[src/rtl/rasterizer_triangle_setup.sv]
// Triangle setup stage between vertex fetch and rasterizer traversal.
//
// Accepts one 15-word triangle record (3 vertices x {x, y, z, color, reserved}),
// computes one edge function per cycle (A, B, C), sums the C terms into twice
// the signed area, normalises winding so area2 > 0, culls degenerate and fully
// off-screen triangles, and emits a clamped inclusive bounding box.
//
// Ports:
//   clock, reset         system clock, synchronous active-high reset
//   in_valid, vertex_in  upstream triangle record; stall_out backpressures upstream
//   done_in, done_out    end-of-stream handshake (done_out registered)
//   stall_in, out_valid  downstream backpressure / setup record valid
//   edge_a/b/c, area2    edge coefficients per edge 0..2 and 2x area
//   bbox_*               screen-clamped inclusive bounding box
//   z_out, color_out     per-vertex z and color passthrough
//   cull_count           culled triangles since reset (wraps)
module rasterizer_triangle_setup #(
    parameter int SCREEN_W = 640,
    parameter int SCREEN_H = 480
) (
    input  logic              clock,
    input  logic              reset,
    input  logic              in_valid,
    input  logic [14:0][31:0] vertex_in,
    output logic              stall_out,
    input  logic              done_in,
    output logic              done_out,
    input  logic              stall_in,
    output logic              out_valid,
    output logic [2:0][31:0]  edge_a,
    output logic [2:0][31:0]  edge_b,
    output logic [2:0][31:0]  edge_c,
    output logic [31:0]       area2,
    output logic [15:0]       bbox_min_x,
    output logic [15:0]       bbox_min_y,
    output logic [15:0]       bbox_max_x,
    output logic [15:0]       bbox_max_y,
    output logic [2:0][31:0]  z_out,
    output logic [2:0][31:0]  color_out,
    output logic [15:0]       cull_count
);

    typedef enum logic [2:0] {StIdle, StEdge0, StEdge1, StEdge2, StFinal, StOut} state_e;

    localparam logic signed [15:0] XMax = 16'(SCREEN_W - 1);
    localparam logic signed [15:0] YMax = 16'(SCREEN_H - 1);

    state_e state_q, state_d;

    // Captured vertex data
    logic [2:0][15:0] vx_q, vx_d, vy_q, vy_d;
    logic [2:0][31:0] vz_q, vz_d, vc_q, vc_d;

    // Raw (pre-winding-normalisation) edge coefficients
    logic [2:0][31:0] ea_q, ea_d, eb_q, eb_d, ec_q, ec_d;

    // Raw bounding box accumulated over the edge cycles
    logic signed [15:0] bb_min_x_q, bb_min_x_d, bb_min_y_q, bb_min_y_d;
    logic signed [15:0] bb_max_x_q, bb_max_x_d, bb_max_y_q, bb_max_y_d;

    // Registered outputs
    logic              out_valid_q, out_valid_d;
    logic              done_q, done_d;
    logic [15:0]       cull_q, cull_d;
    logic [2:0][31:0]  edge_a_q, edge_a_d, edge_b_q, edge_b_d, edge_c_q, edge_c_d;
    logic [31:0]       area2_q, area2_d;
    logic [15:0]       min_x_q, min_x_d, min_y_q, min_y_d, max_x_q, max_x_d, max_y_q, max_y_d;
    logic [2:0][31:0]  z_q, z_d, color_q, color_d;

    // Edge datapath: edge ei runs from vertex ei to vertex ej
    logic [1:0]         ei, ej;
    logic signed [15:0] xs, ys;
    logic signed [31:0] xi, yi, xj, yj, prod_ij, prod_ji;
    logic signed [31:0] area_raw;
    logic               area_neg, cull;

    always_comb begin
        case (state_q)
            StEdge1: begin ei = 2'd1; ej = 2'd2; end
            StEdge2: begin ei = 2'd2; ej = 2'd0; end
            default: begin ei = 2'd0; ej = 2'd1; end
        endcase
        xs = vx_q[ei];
        ys = vy_q[ei];
        xi = {{16{vx_q[ei][15]}}, vx_q[ei]};
        yi = {{16{vy_q[ei][15]}}, vy_q[ei]};
        xj = {{16{vx_q[ej][15]}}, vx_q[ej]};
        yj = {{16{vy_q[ej][15]}}, vy_q[ej]};
        prod_ij = xi * yj;
        prod_ji = xj * yi;
    end

    always_comb begin
        area_raw = ec_q[0] + ec_q[1] + ec_q[2];
        area_neg = area_raw[31];
        cull = (area_raw == 32'sd0) || (bb_max_x_q < 0) || (bb_min_x_q > XMax) ||
               (bb_max_y_q < 0) || (bb_min_y_q > YMax);
    end

    always_comb begin
        state_d     = state_q;
        vx_d        = vx_q;
        vy_d        = vy_q;
        vz_d        = vz_q;
        vc_d        = vc_q;
        ea_d        = ea_q;
        eb_d        = eb_q;
        ec_d        = ec_q;
        bb_min_x_d  = bb_min_x_q;
        bb_min_y_d  = bb_min_y_q;
        bb_max_x_d  = bb_max_x_q;
        bb_max_y_d  = bb_max_y_q;
        out_valid_d = out_valid_q;
        cull_d      = cull_q;
        edge_a_d    = edge_a_q;
        edge_b_d    = edge_b_q;
        edge_c_d    = edge_c_q;
        area2_d     = area2_q;
        min_x_d     = min_x_q;
        min_y_d     = min_y_q;
        max_x_d     = max_x_q;
        max_y_d     = max_y_q;
        z_d         = z_q;
        color_d     = color_q;

        case (state_q)
            StIdle: begin
                if (in_valid) begin
                    for (int v = 0; v < 3; v++) begin
                        vx_d[v] = vertex_in[5*v][15:0];
                        vy_d[v] = vertex_in[5*v+1][15:0];
                        vz_d[v] = vertex_in[5*v+2];
                        vc_d[v] = vertex_in[5*v+3];
                    end
                    state_d = StEdge0;
                end
            end
            StEdge0, StEdge1, StEdge2: begin
                ea_d[ei] = yi - yj;
                eb_d[ei] = xj - xi;
                ec_d[ei] = prod_ij - prod_ji;
                // Vertex ei is folded into the box on its own edge cycle
                if (state_q == StEdge0) begin
                    bb_min_x_d = xs;
                    bb_max_x_d = xs;
                    bb_min_y_d = ys;
                    bb_max_y_d = ys;
                end else begin
                    if (xs < bb_min_x_q) bb_min_x_d = xs;
                    if (xs > bb_max_x_q) bb_max_x_d = xs;
                    if (ys < bb_min_y_q) bb_min_y_d = ys;
                    if (ys > bb_max_y_q) bb_max_y_d = ys;
                end
                case (state_q)
                    StEdge0: state_d = StEdge1;
                    StEdge1: state_d = StEdge2;
                    default: state_d = StFinal;
                endcase
            end
            StFinal: begin
                if (cull) begin
                    cull_d  = cull_q + 16'd1;
                    state_d = StIdle;
                end else begin
                    for (int k = 0; k < 3; k++) begin
                        edge_a_d[k] = area_neg ? -ea_q[k] : ea_q[k];
                        edge_b_d[k] = area_neg ? -eb_q[k] : eb_q[k];
                        edge_c_d[k] = area_neg ? -ec_q[k] : ec_q[k];
                    end
                    area2_d     = area_neg ? -area_raw : area_raw;
                    // Not culled, so each raw box overlaps the screen on both axes
                    min_x_d     = (bb_min_x_q < 0) ? 16'd0 : bb_min_x_q;
                    min_y_d     = (bb_min_y_q < 0) ? 16'd0 : bb_min_y_q;
                    max_x_d     = (bb_max_x_q > XMax) ? XMax : bb_max_x_q;
                    max_y_d     = (bb_max_y_q > YMax) ? YMax : bb_max_y_q;
                    z_d         = vz_q;
                    color_d     = vc_q;
                    out_valid_d = 1'b1;
                    state_d     = StOut;
                end
            end
            StOut: begin
                if (!stall_in) begin
                    out_valid_d = 1'b0;
                    state_d     = StIdle;
                end
            end
            default: state_d = StIdle;
        endcase

        done_d = done_in && (state_q == StIdle) && !in_valid;
    end

    always_ff @(posedge clock) begin
        if (reset) begin
            state_q     <= StIdle;
            vx_q        <= '0;
            vy_q        <= '0;
            vz_q        <= '0;
            vc_q        <= '0;
            ea_q        <= '0;
            eb_q        <= '0;
            ec_q        <= '0;
            bb_min_x_q  <= '0;
            bb_min_y_q  <= '0;
            bb_max_x_q  <= '0;
            bb_max_y_q  <= '0;
            out_valid_q <= 1'b0;
            done_q      <= 1'b0;
            cull_q      <= '0;
            edge_a_q    <= '0;
            edge_b_q    <= '0;
            edge_c_q    <= '0;
            area2_q     <= '0;
            min_x_q     <= '0;
            min_y_q     <= '0;
            max_x_q     <= '0;
            max_y_q     <= '0;
            z_q         <= '0;
            color_q     <= '0;
        end else begin
            state_q     <= state_d;
            vx_q        <= vx_d;
            vy_q        <= vy_d;
            vz_q        <= vz_d;
            vc_q        <= vc_d;
            ea_q        <= ea_d;
            eb_q        <= eb_d;
            ec_q        <= ec_d;
            bb_min_x_q  <= bb_min_x_d;
            bb_min_y_q  <= bb_min_y_d;
            bb_max_x_q  <= bb_max_x_d;
            bb_max_y_q  <= bb_max_y_d;
            out_valid_q <= out_valid_d;
            done_q      <= done_d;
            cull_q      <= cull_d;
            edge_a_q    <= edge_a_d;
            edge_b_q    <= edge_b_d;
            edge_c_q    <= edge_c_d;
            area2_q     <= area2_d;
            min_x_q     <= min_x_d;
            min_y_q     <= min_y_d;
            max_x_q     <= max_x_d;
            max_y_q     <= max_y_d;
            z_q         <= z_d;
            color_q     <= color_d;
        end
    end

    assign stall_out  = (state_q != StIdle);
    assign out_valid  = out_valid_q;
    assign done_out   = done_q;
    assign cull_count = cull_q;
    assign edge_a     = edge_a_q;
    assign edge_b     = edge_b_q;
    assign edge_c     = edge_c_q;
    assign area2      = area2_q;
    assign bbox_min_x = min_x_q;
    assign bbox_min_y = min_y_q;
    assign bbox_max_x = max_x_q;
    assign bbox_max_y = max_y_q;
    assign z_out      = z_q;
    assign color_out  = color_q;

    // Upper halves of the x/y words and the reserved words carry no information
    logic unused_bits;
    assign unused_bits = ^{vertex_in[0][31:16], vertex_in[1][31:16], vertex_in[4],
                           vertex_in[5][31:16], vertex_in[6][31:16], vertex_in[9],
                           vertex_in[10][31:16], vertex_in[11][31:16], vertex_in[14]};

endmodule

[config.mk]
export PLATFORM = sky130hd
export DESIGN_NAME = rasterizer_triangle_setup
export DESIGN_NICKNAME = d
export VERILOG_FILES = /design/src/rtl/rasterizer_triangle_setup.sv
export SDC_FILE = /design/constraint.sdc
export NUM_CORES = 2
export LEC_CHECK = 0
export ABC_AREA = 1
export CORE_AREA = 2 2 426 428
export DETAILED_ROUTE_END_ITERATION = 8
export DIE_AREA = 0 0 428 430
export PLACE_DENSITY_LB_ADDON = 0.2
export REMOVE_ABC_BUFFERS = 1
export SLEW_MARGIN = 20
export SYNTH_ARGS = -nofsm -noshare
export SYNTH_HDL_FRONTEND = slang
export SYNTH_SLANG_ARGS = --single-unit
[constraint.sdc]
create_clock -name clock -period 14.1 [get_ports clock]
set_clock_uncertainty 0.15 [all_clocks]
set_input_delay 2.82 -clock clock [delete_from_list [all_inputs] [get_ports clock]]
set_output_delay 2.82 -clock clock [all_outputs]
set_load 0.01 [all_outputs]
==> results.md <==
| Step | Item | Reported |
|:---|:---|:---|
| outcome | Result of the run | completed |
| logic synthesis | Mapped cell area | 72,900 µm² |
| timing | Slew at the pin with the worst max-slew slack | 1390 ps |
| placed design | Post-place instance area | 82,900 µm² |
| timing | RSZ-0062 raised after global routing | false |
| logic synthesis | EDFF count, synth | 0 |
| worst setup path | Worst setup SP type | flip-flop |
| routing | Overall via count from detail_route | 66,400 |
| worst setup path | Type of element capturing the critical path | flip-flop |
| worst setup path | Top cell by count, worst path | sky130_fd_sc_hd__fa_1 |
| worst setup path | Crit path kind | flip-flop to flip-flop |
| placed design | Dpl hpwl | 200 mm |
| logic synthesis | Syn. warnings | 0 |
| die | Placeable core area | 180,000 µm² |
| timing | Hold violation total from the final report | 0 |
| clocking | Clock transition at the registers of the reported paths | 60 ps |
| clocking | Number of buffers between clock root and the deepest sink | 3 |
| layout | Area overhead of the layout relative to synthesis | 20.0% |
| routing | Number of nets still failing antenna checks after routing | 0 |
| global routing | Initial antenna violation count | 43 |
| timing | Final hold slack | 288 ps |
| timing | Upper clock frequency limit | 85.2 MHz |
| die | Die width | 428 µm |
| logic synthesis | Fraction of registers with async set or reset after synthesis | 0% |
| die | Total Die Area | 184,000 µm² |
| logic synthesis | Sequential share of the synthesized area | 31.4% |
| timing | Slew margin rel. | 7.32% |
| routing | Post-detailed-route DRC marker count | 0 |
| clocking | Insertion delay to the later sink of the worst-skew pair | 810 ps |
| logic synthesis | Most used DFF post-synth | sky130_fd_sc_hd__dfxtp_1 |
| logic synthesis | Seq cells post-synth | 1,145 |
| worst setup path | Crit path required time | 14,680 ps |
| timing | Final count of negative-setup-slack endpoints | 0 |
| routing | Via density per instance | 5.32 |
| placed design | Placed Cells incl. Taps | 12,200 |
| global routing | Global-route usage over all layers | 28.5% |
| clocking | Root buffer selected by CTS | sky130_fd_sc_hd__clkbuf_16 |
| timing | Final critical delay including setup and external delays | 11,740 ps |
| worst setup path | Critical Path AT | 12,320 ps |
| logic synthesis | Synthesized area per cell | 7.71 µm² |
| die | Height of the chip | 430 µm |
| die | Ports | 1,080 |
| routing | 1st-pass router iterations | 5 |
| worst setup path | Max incr delay on CP | 970 ps |
| global routing | Pin count of the biggest net entering global routing | 223 |
| die | Initial core utilization | 40.5% |
| routing | Iteration-0 DRC count of the detailed router | 5,855 |
| clocking | Number of buffers created by CTS | 133 |
| worst setup path | Maximum fanout along the worst path | 62 |
| worst setup path | Slowest library cell on the worst path | sky130_fd_sc_hd__clkinv_1 |
| clocking | Hold_buf cts | 0 |
| routing | Total detailed-routing wirelength | 270 mm |
| layout | Net count, final | 11,400 |
| die | Placement row count | 156 |
| global routing | Global-route congestion overflow total | 0 |
| global routing | Via count of the first global-routing pass | 63,200 |
| clocking | H-tree depth | 4 |
| logic synthesis | Library cells used by synthesis | 55 |
| clocking | TritonCTS clock tree | yes |
| routing | Wire length per cell | 21.6 µm |
| layout | Layout cell share with drive strength beyond 1 | 3.40% |
| layout | Final instance area | 87,500 µm² |
| layout | Post-layout instance count excluding filler cells | 12,500 |
| logic synthesis | Synthesized instance count | 9,449 |
| global routing | Global-route wire length before repair | 401 mm |
| clocking | Post-CTS setup repair buffer count | 0 |
| timing | Final Cycle Share | 83.3% |
| placed design | RD Place Congestion | 0.932 |
| min path | Worst min-delay path category | flip-flop to flip-flop |
| placed design | Number of port buffers | 885 |
| clocking | Gates resized, CTS repair | 0 |
| clocking | Clock sink total | 1,145 |
| layout | Post-Route Utilization | 48.7% |
| flow run | # Max-Cap Violations | 0 |
| timing | Max-slew violations | 0 |
[cell type report]
class / instances / area (µm²)
Fill cell: 17600 / 92300
Multi-Input combinational cell: 6370 / 42300
Sequential cell: 1145 / 22900
Timing Repair Buffer: 963 / 9580
Inverter: 1377 / 5180
Clock buffer: 193 / 3910
Tap cell: 2370 / 2970
Clock inverter: 44 / 574
Antenna cell: 34 / 85.1
[final timing paths]
check                       from  slack (ps)             end  cells after the start
setup reg to reg      state_q[2]        2360        ec_q[92]                     33
hold / removal    bbox_max_x[13]         290  bbox_max_x[13]                      2
hold reg to reg   bbox_max_x[13]         290  bbox_max_x[13]                      2
setup / recovery      state_q[2]        2360        ec_q[92]                     33
[synthesized netlist by cell type, drive strengths merged (2+ instances only)]
| master | number | share of area [%] |
|---|---|---|
| nor3b | 8 | 0.082 |
| and3 | 7 | 0.060 |
| buf | 175 | 1.6 |
| o221ai | 5 | 0.060 |
| inv | 1366 | 7.0 |
| nand3 | 839 | 5.8 |
| o211ai | 66 | 0.68 |
| o21bai | 14 | 0.14 |
| o2111ai | 2 | 0.024 |
| o21ai | 341 | 2.3 |
| fa | 611 | 17 |
| clkinv | 11 | 0.057 |
| a31oi | 18 | 0.15 |
| clkbuf | 383 | 2.0 |
| or2 | 12 | 0.10 |
| a21boi | 2 | 0.021 |
| nor3 | 76 | 0.52 |
| ha | 294 | 5.0 |
| nor2 | 757 | 3.9 |
| xnor2 | 64 | 0.77 |
| a22oi | 13 | 0.13 |
| nand3b | 13 | 0.13 |
| o21a | 67 | 0.69 |
| a21oi | 1207 | 8.3 |
| a211oi | 7 | 0.072 |
| or4 | 2 | 0.021 |
| and2 | 2 | 0.017 |
| xor2 | 220 | 2.7 |
| nand2 | 1605 | 8.3 |
| a21o | 4 | 0.041 |
| o31ai | 5 | 0.052 |
| nand4 | 85 | 0.76 |
| a31o | 4 | 0.048 |
| nor4 | 13 | 0.11 |
| dfxtp | 1145 | 31 |
| o41ai | 2 | 0.024 |
[registers in the layout, summed over array words and instances (netlist names), 3 cells and up]
| name | count |
|---|---|
| edge_a | 96 |
| bb_min_y_q | 16 |
| bb_min_x_q | 16 |
| state_q | 3 |
| bb_max_y_q | 16 |
| eb_q | 51 |
| bbox_min_x | 15 |
| z_out | 96 |
| bbox_max_x | 16 |
| vy_q | 48 |
| ea_q | 51 |
| vz_q | 96 |
| bb_max_x_q | 16 |
| edge_b | 96 |
| area2 | 32 |
| vx_q | 48 |
| bbox_min_y | 15 |
| edge_c | 96 |
| bbox_max_y | 16 |
| vc_q | 96 |
| ec_q | 96 |
| color_out | 96 |
| cull_count | 16 |
[metal layers]
| layer | part of all wire (%) | track usage, % | wire [µm] |
|---|---|---|---|
| met3 | 7.6 | 6.03 | 20400 |
| met4 | 3.6 | 10.9 | 9680 |
| met5 | 0.022 | 0 | 60 |
| met2 | 45 | 44.5 | 123000 |
| met1 | 43 | 38.7 | 117000 |
[cell usage in the layout (no fill, tap or decap), drive strengths merged, types with 3 or more instances in the layout]
master / synthesis / layout
nand2: 1605 / 1605
inv: 1366 / 1376
a21oi: 1207 / 1207
dfxtp: 1145 / 1145
clkdlybuf4s50: 0 / 883
nand3: 839 / 839
nor2: 757 / 757
fa: 611 / 611
o21ai: 341 / 341
ha: 294 / 294
xor2: 220 / 220
clkbuf: 383 / 194
nand4: 85 / 85
buf: 175 / 79
nor3: 76 / 76
o21a: 67 / 67
o211ai: 66 / 66
xnor2: 64 / 64
clkinv: 11 / 38
diode: 0 / 34
a31oi: 18 / 18
o21bai: 14 / 14
a22oi: 13 / 13
nand3b: 13 / 13
nor4: 13 / 13
or2: 12 / 12
nor3b: 8 / 8
a211oi: 7 / 7
and3: 7 / 7
o221ai: 5 / 5
o31ai: 5 / 5
a31o: 4 / 4
a21o: 4 / 4
bufinv: 0 / 4
clkinvlp: 0 / 3
[logic make-up (layout without fill, tap and decap cells)]
group	after synthesis	in the layout	synth area share [%]
AO/OA/AOI/OAI	1759	1759	12.8
XOR/XNOR	284	284	3.42
adder cells (fa/ha/maj)	905	905	21.8
buffers and inverters	1935	2577	10.7
flip-flops	1145	1145	31.4
other	1	36	0.00514
AND/OR/NAND/NOR	3420	3420	19.8
[through the flow]
step                       TNS, ps  setup slack [ps]
after floorplan           -7514890            -10830
after global placement           0              2750
after detailed placement         0              2740
after CTS                        0              2700
after global routing             0              1940
final                            0              2360
[worst max-delay path: cells and delay by family, from the launching register on]
family	cells	cell delay, ps
compound gates	4	1370
buf+inv	9	2410
fa+ha+maj	9	4470
simple gates	10	2050
flops	1	430
xor+xnor	1	700
Power is left out: the tool's default activity adds up to more than one toggle a clock period on the data nets, which glitch-free logic cannot reach.
